--- src/rtl/fmad_issue_if.sv ---
// rtl/fmad_issue_if.sv - Handshake and bus bundle for the fmad issue/writeback sequencer
//
// Groups the operand input stream, the fmad operand/result bus, the result
// output stream and the sticky flag controls.
//   slave  : sequencer view (fmad_issue)
//   master : environment view (operand source, fmad pipeline, result sink)
interface fmad_issue_if #(
    parameter int TAGW = 4
);
    logic            in_valid;
    logic            in_ready;
    logic [31:0]     in_x;
    logic [31:0]     in_y;
    logic [31:0]     in_z;
    logic [TAGW-1:0] in_tag;

    logic            fmad_req;
    logic [31:0]     fmad_x;
    logic [31:0]     fmad_y;
    logic [31:0]     fmad_z;
    logic [31:0]     fmad_rslt;
    logic [4:0]      fmad_flag;

    logic            out_valid;
    logic            out_ready;
    logic [31:0]     out_rslt;
    logic [4:0]      out_flag;
    logic [TAGW-1:0] out_tag;

    logic [4:0]      fflags;
    logic            fflags_clr;
    logic            busy;

    modport slave (
        input  in_valid, in_x, in_y, in_z, in_tag,
        input  fmad_rslt, fmad_flag,
        input  out_ready, fflags_clr,
        output in_ready,
        output fmad_req, fmad_x, fmad_y, fmad_z,
        output out_valid, out_rslt, out_flag, out_tag,
        output fflags, busy
    );

    modport master (
        output in_valid, in_x, in_y, in_z, in_tag,
        output fmad_rslt, fmad_flag,
        output out_ready, fflags_clr,
        input  in_ready,
        input  fmad_req, fmad_x, fmad_y, fmad_z,
        input  out_valid, out_rslt, out_flag, out_tag,
        input  fflags, busy
    );
endinterface

--- src/rtl/fmad_issue.sv ---
// rtl/fmad_issue.sv - Issue/writeback sequencer around the two-cycle-hold fmad pipeline
//
// Ports:
//   clk    : single clock
//   reset  : asynchronous active-high reset (also feeds fmad.reset externally)
//   bus    : fmad_issue_if.slave
//            in_*   operand triple stream (valid/ready) with user tag
//            fmad_* operand drive / result capture for the fmad pipeline
//            out_*  in-order result stream from the output FIFO
//            fflags sticky exception flags, fflags_clr clears them
//            busy   outstanding operation count nonzero
module fmad_issue #(
    parameter int TAGW  = 4,
    parameter int DEPTH = 4
) (
    input  logic         clk,
    input  logic         reset,
    fmad_issue_if.slave  bus
);
    localparam int AW = $clog2(DEPTH);
    localparam int CW = AW + 1;

    localparam logic [1:0] S_IDLE  = 2'd0;
    localparam logic [1:0] S_ISSUE = 2'd1;
    localparam logic [1:0] S_HOLD  = 2'd2;

    logic [1:0]                  state_q, state_d;
    logic [CW-1:0]               cnt_q, cnt_d;
    logic [31:0]                 opx_q, opx_d, opy_q, opy_d, opz_q, opz_d;
    logic [TAGW-1:0]             optag_q, optag_d;
    logic [3:0]                  dv_q, dv_d;
    logic [3:0][TAGW-1:0]        dtag_q, dtag_d;
    logic [AW:0]                 wr_ptr_q, wr_ptr_d, rd_ptr_q, rd_ptr_d;
    logic [DEPTH-1:0][31:0]      mem_rslt_q, mem_rslt_d;
    logic [DEPTH-1:0][4:0]       mem_flag_q, mem_flag_d;
    logic [DEPTH-1:0][TAGW-1:0]  mem_tag_q, mem_tag_d;
    logic [4:0]                  fflags_q, fflags_d;

    logic in_ready_w;
    logic out_valid_w;
    logic accept;
    logic pop;
    logic capture;

    // Space is reserved at acceptance, so a full counter blocks new work
    // even though the FIFO itself may still be partly empty.
    assign in_ready_w  = (state_q != S_ISSUE) && (cnt_q < CW'(DEPTH));
    assign out_valid_w = (wr_ptr_q != rd_ptr_q);
    assign accept      = bus.in_valid && in_ready_w;
    assign pop         = out_valid_w && bus.out_ready;
    // Stage 3 of the tag line lines up with the cycle fmad presents its result.
    assign capture     = dv_q[3];

    assign bus.in_ready  = in_ready_w;
    assign bus.fmad_req  = (state_q == S_ISSUE);
    assign bus.fmad_x    = opx_q;
    assign bus.fmad_y    = opy_q;
    assign bus.fmad_z    = opz_q;
    assign bus.out_valid = out_valid_w;
    assign bus.out_rslt  = mem_rslt_q[rd_ptr_q[AW-1:0]];
    assign bus.out_flag  = mem_flag_q[rd_ptr_q[AW-1:0]];
    assign bus.out_tag   = mem_tag_q[rd_ptr_q[AW-1:0]];
    assign bus.fflags    = fflags_q;
    assign bus.busy      = (cnt_q != '0);

    always_comb begin
        state_d    = state_q;
        cnt_d      = cnt_q;
        opx_d      = opx_q;
        opy_d      = opy_q;
        opz_d      = opz_q;
        optag_d    = optag_q;
        wr_ptr_d   = wr_ptr_q;
        rd_ptr_d   = rd_ptr_q;
        mem_rslt_d = mem_rslt_q;
        mem_flag_d = mem_flag_q;
        mem_tag_d  = mem_tag_q;
        fflags_d   = fflags_q;

        case (state_q)
            S_IDLE:  if (accept) state_d = S_ISSUE;
            S_ISSUE: state_d = S_HOLD;
            S_HOLD:  state_d = accept ? S_ISSUE : S_IDLE;
            default: state_d = S_IDLE;
        endcase

        // Operands stay put through ISSUE and HOLD, which satisfies the
        // fmad two-cycle hold; they are only replaced on a new accept.
        if (accept) begin
            opx_d   = bus.in_x;
            opy_d   = bus.in_y;
            opz_d   = bus.in_z;
            optag_d = bus.in_tag;
        end

        case ({accept, pop})
            2'b10:   cnt_d = cnt_q + CW'(1);
            2'b01:   cnt_d = cnt_q - CW'(1);
            default: cnt_d = cnt_q;
        endcase

        dv_d   = {dv_q[2:0], (state_q == S_ISSUE)};
        dtag_d = {dtag_q[2:0], optag_q};

        if (capture) begin
            mem_rslt_d[wr_ptr_q[AW-1:0]] = bus.fmad_rslt;
            mem_flag_d[wr_ptr_q[AW-1:0]] = bus.fmad_flag;
            mem_tag_d[wr_ptr_q[AW-1:0]]  = dtag_q[3];
            wr_ptr_d = wr_ptr_q + (AW+1)'(1);
        end
        if (pop) begin
            rd_ptr_d = rd_ptr_q + (AW+1)'(1);
        end

        // A clear coinciding with a capture must not lose the new flags.
        if (capture) begin
            fflags_d = bus.fflags_clr ? bus.fmad_flag : (fflags_q | bus.fmad_flag);
        end else if (bus.fflags_clr) begin
            fflags_d = '0;
        end
    end

    always_ff @(posedge clk or posedge reset) begin
        if (reset) begin
            state_q    <= S_IDLE;
            cnt_q      <= '0;
            opx_q      <= '0;
            opy_q      <= '0;
            opz_q      <= '0;
            optag_q    <= '0;
            dv_q       <= '0;
            dtag_q     <= '0;
            wr_ptr_q   <= '0;
            rd_ptr_q   <= '0;
            mem_rslt_q <= '0;
            mem_flag_q <= '0;
            mem_tag_q  <= '0;
            fflags_q   <= '0;
        end else begin
            state_q    <= state_d;
            cnt_q      <= cnt_d;
            opx_q      <= opx_d;
            opy_q      <= opy_d;
            opz_q      <= opz_d;
            optag_q    <= optag_d;
            dv_q       <= dv_d;
            dtag_q     <= dtag_d;
            wr_ptr_q   <= wr_ptr_d;
            rd_ptr_q   <= rd_ptr_d;
            mem_rslt_q <= mem_rslt_d;
            mem_flag_q <= mem_flag_d;
            mem_tag_q  <= mem_tag_d;
            fflags_q   <= fflags_d;
        end
    end
endmodule

--- src/flat_wrapper.sv ---
// flat-port wrapper written by rule: the top's interface ports become plain ports
module fmad_issue_flat 
#(
    parameter int TAGW  = 4,
    parameter int DEPTH = 4
)
  (clk, reset, bus_in_valid, bus_in_x, bus_in_y, bus_in_z, bus_in_tag, bus_fmad_rslt, bus_fmad_flag, bus_out_ready, bus_fflags_clr, bus_in_ready, bus_fmad_req, bus_fmad_x, bus_fmad_y, bus_fmad_z, bus_out_valid, bus_out_rslt, bus_out_flag, bus_out_tag, bus_fflags, bus_busy);
  fmad_issue_if #(.TAGW(TAGW)) bus_i ();
  input  logic clk;
  input  logic reset;
  input wire logic [$bits(bus_i.in_valid)-1:0] bus_in_valid;
  input wire logic [$bits(bus_i.in_x)-1:0] bus_in_x;
  input wire logic [$bits(bus_i.in_y)-1:0] bus_in_y;
  input wire logic [$bits(bus_i.in_z)-1:0] bus_in_z;
  input wire logic [$bits(bus_i.in_tag)-1:0] bus_in_tag;
  input wire logic [$bits(bus_i.fmad_rslt)-1:0] bus_fmad_rslt;
  input wire logic [$bits(bus_i.fmad_flag)-1:0] bus_fmad_flag;
  input wire logic [$bits(bus_i.out_ready)-1:0] bus_out_ready;
  input wire logic [$bits(bus_i.fflags_clr)-1:0] bus_fflags_clr;
  output wire logic [$bits(bus_i.in_ready)-1:0] bus_in_ready;
  output wire logic [$bits(bus_i.fmad_req)-1:0] bus_fmad_req;
  output wire logic [$bits(bus_i.fmad_x)-1:0] bus_fmad_x;
  output wire logic [$bits(bus_i.fmad_y)-1:0] bus_fmad_y;
  output wire logic [$bits(bus_i.fmad_z)-1:0] bus_fmad_z;
  output wire logic [$bits(bus_i.out_valid)-1:0] bus_out_valid;
  output wire logic [$bits(bus_i.out_rslt)-1:0] bus_out_rslt;
  output wire logic [$bits(bus_i.out_flag)-1:0] bus_out_flag;
  output wire logic [$bits(bus_i.out_tag)-1:0] bus_out_tag;
  output wire logic [$bits(bus_i.fflags)-1:0] bus_fflags;
  output wire logic [$bits(bus_i.busy)-1:0] bus_busy;
  assign bus_i.in_valid = bus_in_valid;
  assign bus_i.in_x = bus_in_x;
  assign bus_i.in_y = bus_in_y;
  assign bus_i.in_z = bus_in_z;
  assign bus_i.in_tag = bus_in_tag;
  assign bus_i.fmad_rslt = bus_fmad_rslt;
  assign bus_i.fmad_flag = bus_fmad_flag;
  assign bus_i.out_ready = bus_out_ready;
  assign bus_i.fflags_clr = bus_fflags_clr;
  assign bus_in_ready = bus_i.in_ready;
  assign bus_fmad_req = bus_i.fmad_req;
  assign bus_fmad_x = bus_i.fmad_x;
  assign bus_fmad_y = bus_i.fmad_y;
  assign bus_fmad_z = bus_i.fmad_z;
  assign bus_out_valid = bus_i.out_valid;
  assign bus_out_rslt = bus_i.out_rslt;
  assign bus_out_flag = bus_i.out_flag;
  assign bus_out_tag = bus_i.out_tag;
  assign bus_fflags = bus_i.fflags;
  assign bus_busy = bus_i.busy;
  fmad_issue #(.TAGW(TAGW), .DEPTH(DEPTH)) u_core (.clk(clk), .reset(reset), .bus(bus_i));
endmodule
--- config.mk ---
export PLATFORM = sky130hd
export DESIGN_NAME = fmad_issue_flat
export DESIGN_NICKNAME = d
export VERILOG_FILES = /design/src/rtl/fmad_issue_if.sv /design/src/rtl/fmad_issue.sv /design/src/flat_wrapper.sv
export SDC_FILE = /design/constraint.sdc
export NUM_CORES = 1
export LEC_CHECK = 0
export CELL_PAD_IN_SITES_DETAIL_PLACEMENT = 2
export CELL_PAD_IN_SITES_GLOBAL_PLACEMENT = 2
export CORE_MARGIN = 2
export CORE_UTILIZATION = 32
export DETAILED_ROUTE_END_ITERATION = 10
export PLACE_DENSITY_LB_ADDON = 0.1
export SYNTH_ARGS = -nofsm -noshare
export SYNTH_HDL_FRONTEND = slang
export SYNTH_SLANG_ARGS = --single-unit
--- constraint.sdc ---
create_clock -name clk -period 9.1 [get_ports clk]
set_input_delay 1.365 -clock clk [delete_from_list [all_inputs] [get_ports clk]]
set_output_delay 1.365 -clock clk [all_outputs]
set_load 0.02 [all_outputs]
==> flow_metrics.tcl <==
set metrics [dict create \
    netlist_top_cells_count "300 x sky130_fd_sc_hd__dfrtp_1, 186 x sky130_fd_sc_hd__mux2_2, 70 x sky130_fd_sc_hd__mux2_4" \
    row_count 72 \
    whs_path_depth 0 \
    synth_top_cells_by_area "sky130_fd_sc_hd__dfrtp_1 60%, sky130_fd_sc_hd__mux2_2 17%, sky130_fd_sc_hd__mux2_4 8.5%" \
    cts_hold_buf 0 \
    synthesis.area_per_instance_sq_um 17.46 \
    initial_utilization_pct 32.27 \
    drt-initial-drc-count 293 \
    final_nets 1157 \
    hold_viol_final 0 \
    yosysTopAreaCellShare_pct 60.47 \
    ys_warn_count 0 \
    root_driver "sky130_fd_sc_hd__clkbuf_16" \
    multi_input_area_sq_um 4567 \
    arrival_ns 2.87 \
    fin_cells 1552 \
    core_sq_um 38470 \
    synthSimpleGateAreaFrac_pct 1.179 \
    tritoncts_num_sinks 300 \
    timing.final.setup_violations 0 \
    yosys_most_used_dff "sky130_fd_sc_hd__dfrtp_1" \
    synth-seq-area-share_pct 60.47 \
    synth-xor-area-share_pct 0.6350 \
    grt_pass1_vias 8540 \
    syn-num-nets 860 \
    status "completed" \
    drtPass1Iterations 3 \
    grt-ovfl-total 0 \
    number_of_antenna_violations_at_the_first_check_in_global_routing 2 \
    fin_setup_tns_ns 0 \
    layout-drive-gt1-share_pct 36.07 \
    wirelength_um 32620 \
    worst_clock_skew_ns 0.02038 \
    rsz_0062_raised_after_global_routing "no" \
    wire_per_inst_um 21.02 \
    cap_violations 0 \
    slew-limit-headroom_pct 27.06 \
    cts_tree "done" \
    synth_cell_types 31 \
    synth.most_common_cell "sky130_fd_sc_hd__dfrtp_1" \
    top_level_ports 288 \
    antenna_cells_inserted 0 \
    synth_top_family_by_area "multiplexers" \
    power_density_nw_per_um2 411.7 \
    post_synth_mux_area_share_pct 33.58 \
    path_clk_slew_ns 0.06 \
    r2r_cells 8 \
    whs_ns 0.3510 \
    cp_capture_type "output port" \
    synth_largest_area_cell "sky130_fd_sc_hd__dfrtp_1" \
    cts_resized 0 \
    fp.dieArea_sq_um 40390 \
    final_period_minus_worst_setup_slack_ns 4.234 \
    detail-route-antenna-nets 0 \
    fillers 3658 \
    floorplan.die.height_um 201.0 \
    post-route-period-util_pct 46.52 \
    finalMaxSlewViolations 0 \
    cts_max_path_buffers 3 \
    grt_start_max_net_pins 167 \
    synthCells 711 \
    post_synth_fa_ha_maj_area_fraction_pct 0.7660 \
    gp_congestion 0.6815 \
    synth-async-reset-ratio_pct 100.0 \
    route.detailed.drc 0 \
    dieWidth_um 201.0 \
    postCtsSetupBuffers 0 \
    leakagePower_nw 7.151 \
    grt_util_all_layers_pct 16.48 \
    clock_insertion_delay_worst_skew_ns 0.53 \
    vias_per_cell 4.671 \
    cell_area_after_technology_mapping_sq_um 12410 \
    clock.fmax_mhz 236.2 \
    worst_hold_check_path_type "flip-flop to flip-flop" \
    via_count 7250 \
    tritoncts.num_buffers 37 \
    hpwl_um 20860 \
    fin_total_pwr_mw 7.009 \
    path_max_fanout 44 \
    criticalPathCategory "flip-flop to output port" \
    placedCellCount 1487 \
    required_time_reported_for_the_critical_path_endpoint_ns 7.74 \
    h-tree-depth 2 \
    tightestPinTransition_ns 1.094 \
    grt_first_pass_wirelength_um 51670 \
    synth_enable_flop_cells 0 \
    synthToLayoutAreaGrowth_pct 37.12 \
    synth-compound-area-share_pct 0.5039 \
    ff_latch_area_sq_um 7512 \
    ir_worst_vdd_v 0.0002061 \
    port-buffer-count 287 \
    yosys_register_bits 300 \
    worstSetupStartpointType "flip-flop" \
]
## worst paths after layout
check / slack [ns] / from / to
max in group asynchronous: 6.13 / reset / u_core.mem_rslt_q[91]
hold / removal: 0.35 / u_core.dtag_d[6] / u_core.dtag_d[10]
min in group asynchronous: 1.50 / reset / u_core.bus.fflags[0]
setup / recovery: 4.87 / u_core.rd_ptr_q[0] / bus_out_rslt[0]
hold reg to reg: 0.35 / u_core.dtag_d[6] / u_core.dtag_d[10]
setup reg to reg: 6.16 / u_core.rd_ptr_q[0] / u_core.cnt_q[2]
## cell families after synthesis
kind of cell,count (synthesis)
AOI/OAI and AO/OA,11
xor gates and xnor gates,9
adders and majority gates,7
buffers and inverters,51
DFF,300
muxes,306
and+or+nand+nor,27
## routing by layer
metal  wire length (um)  GRT usage, %
met5                 13             0
met4                541         3.810
met3               2666         6.347
met2              15660         27.37
met1              13740         20.28
## stage by stage
step	utilization, %	setup slack, ns	area (sq um)
final	44.25	4.866	17020
after global routing	44.25	4.661	17020
after CTS	44.25	4.751	17020
after detailed placement	40.90	4.912	15730
after global placement	40.90	4.924	15730
after floorplan	-	3.748	12420
## registers in the layout, summed over array words and instances (netlist names)
name / cells
u_core.bus.fmad_z: 32
u_core.cnt_q: 3
u_core.rd_ptr_q: 3
u_core.wr_ptr_q: 3
u_core.bus.fmad_x: 32
u_core.bus.fmad_y: 32
u_core.dv_q: 4
u_core.dtag_d: 12
u_core.mem_flag_q: 20
u_core.optag_q: 4
u_core.state_q: 2
u_core.mem_tag_q: 16
u_core.mem_rslt_q: 128
u_core.bus.fflags: 5
u_core.dtag_q: 4
## worst max-delay path: stages (launching register included)
cell	delay (ns)
sky130_fd_sc_hd__dfrtp_4	1.09
sky130_fd_sc_hd__mux4_2	0.62
sky130_fd_sc_hd__clkdlybuf4s50_1	0.62
## cell type report
type | count | share of cell area [%]
inverters | 13 | 0.3087
repair buffers | 296 | 17.35
clock buffers | 53 | 6.453
well taps | 518 | 3.807
flip-flops and latches | 300 | 44.13
multi-input cells | 360 | 26.83
clock inverters | 12 | 1.125
## placed cells by master (no fill, tap or decap), drive strengths merged
master	n
dfrtp	300
clkdlybuf4s50	287
mux2	264
clkbuf	53
mux4	41
inv	13
nand2	12
buf	9
o21ai	7
ha	6
xnor2	5
bufinv	5
clkinv	5
xor2	4
nor2	3
nand3	3
nor2b	3
and3	2
clkinvlp	2
nor3b	1
a31oi	1
nand2b	1
a21oi	1
a21o	1
nor3	1
or3	1
a211o	1
mux2i	1
fa	1
## report_power, final
part           total (mW)  switching (mW)  internal, mW
clock network        1.55           0.571         0.980
logic                2.98            1.26          1.72
registers            2.48           0.462          2.02
total                7.01            2.29          4.72
No activity file was read; power rests on OpenSTA's default activity.
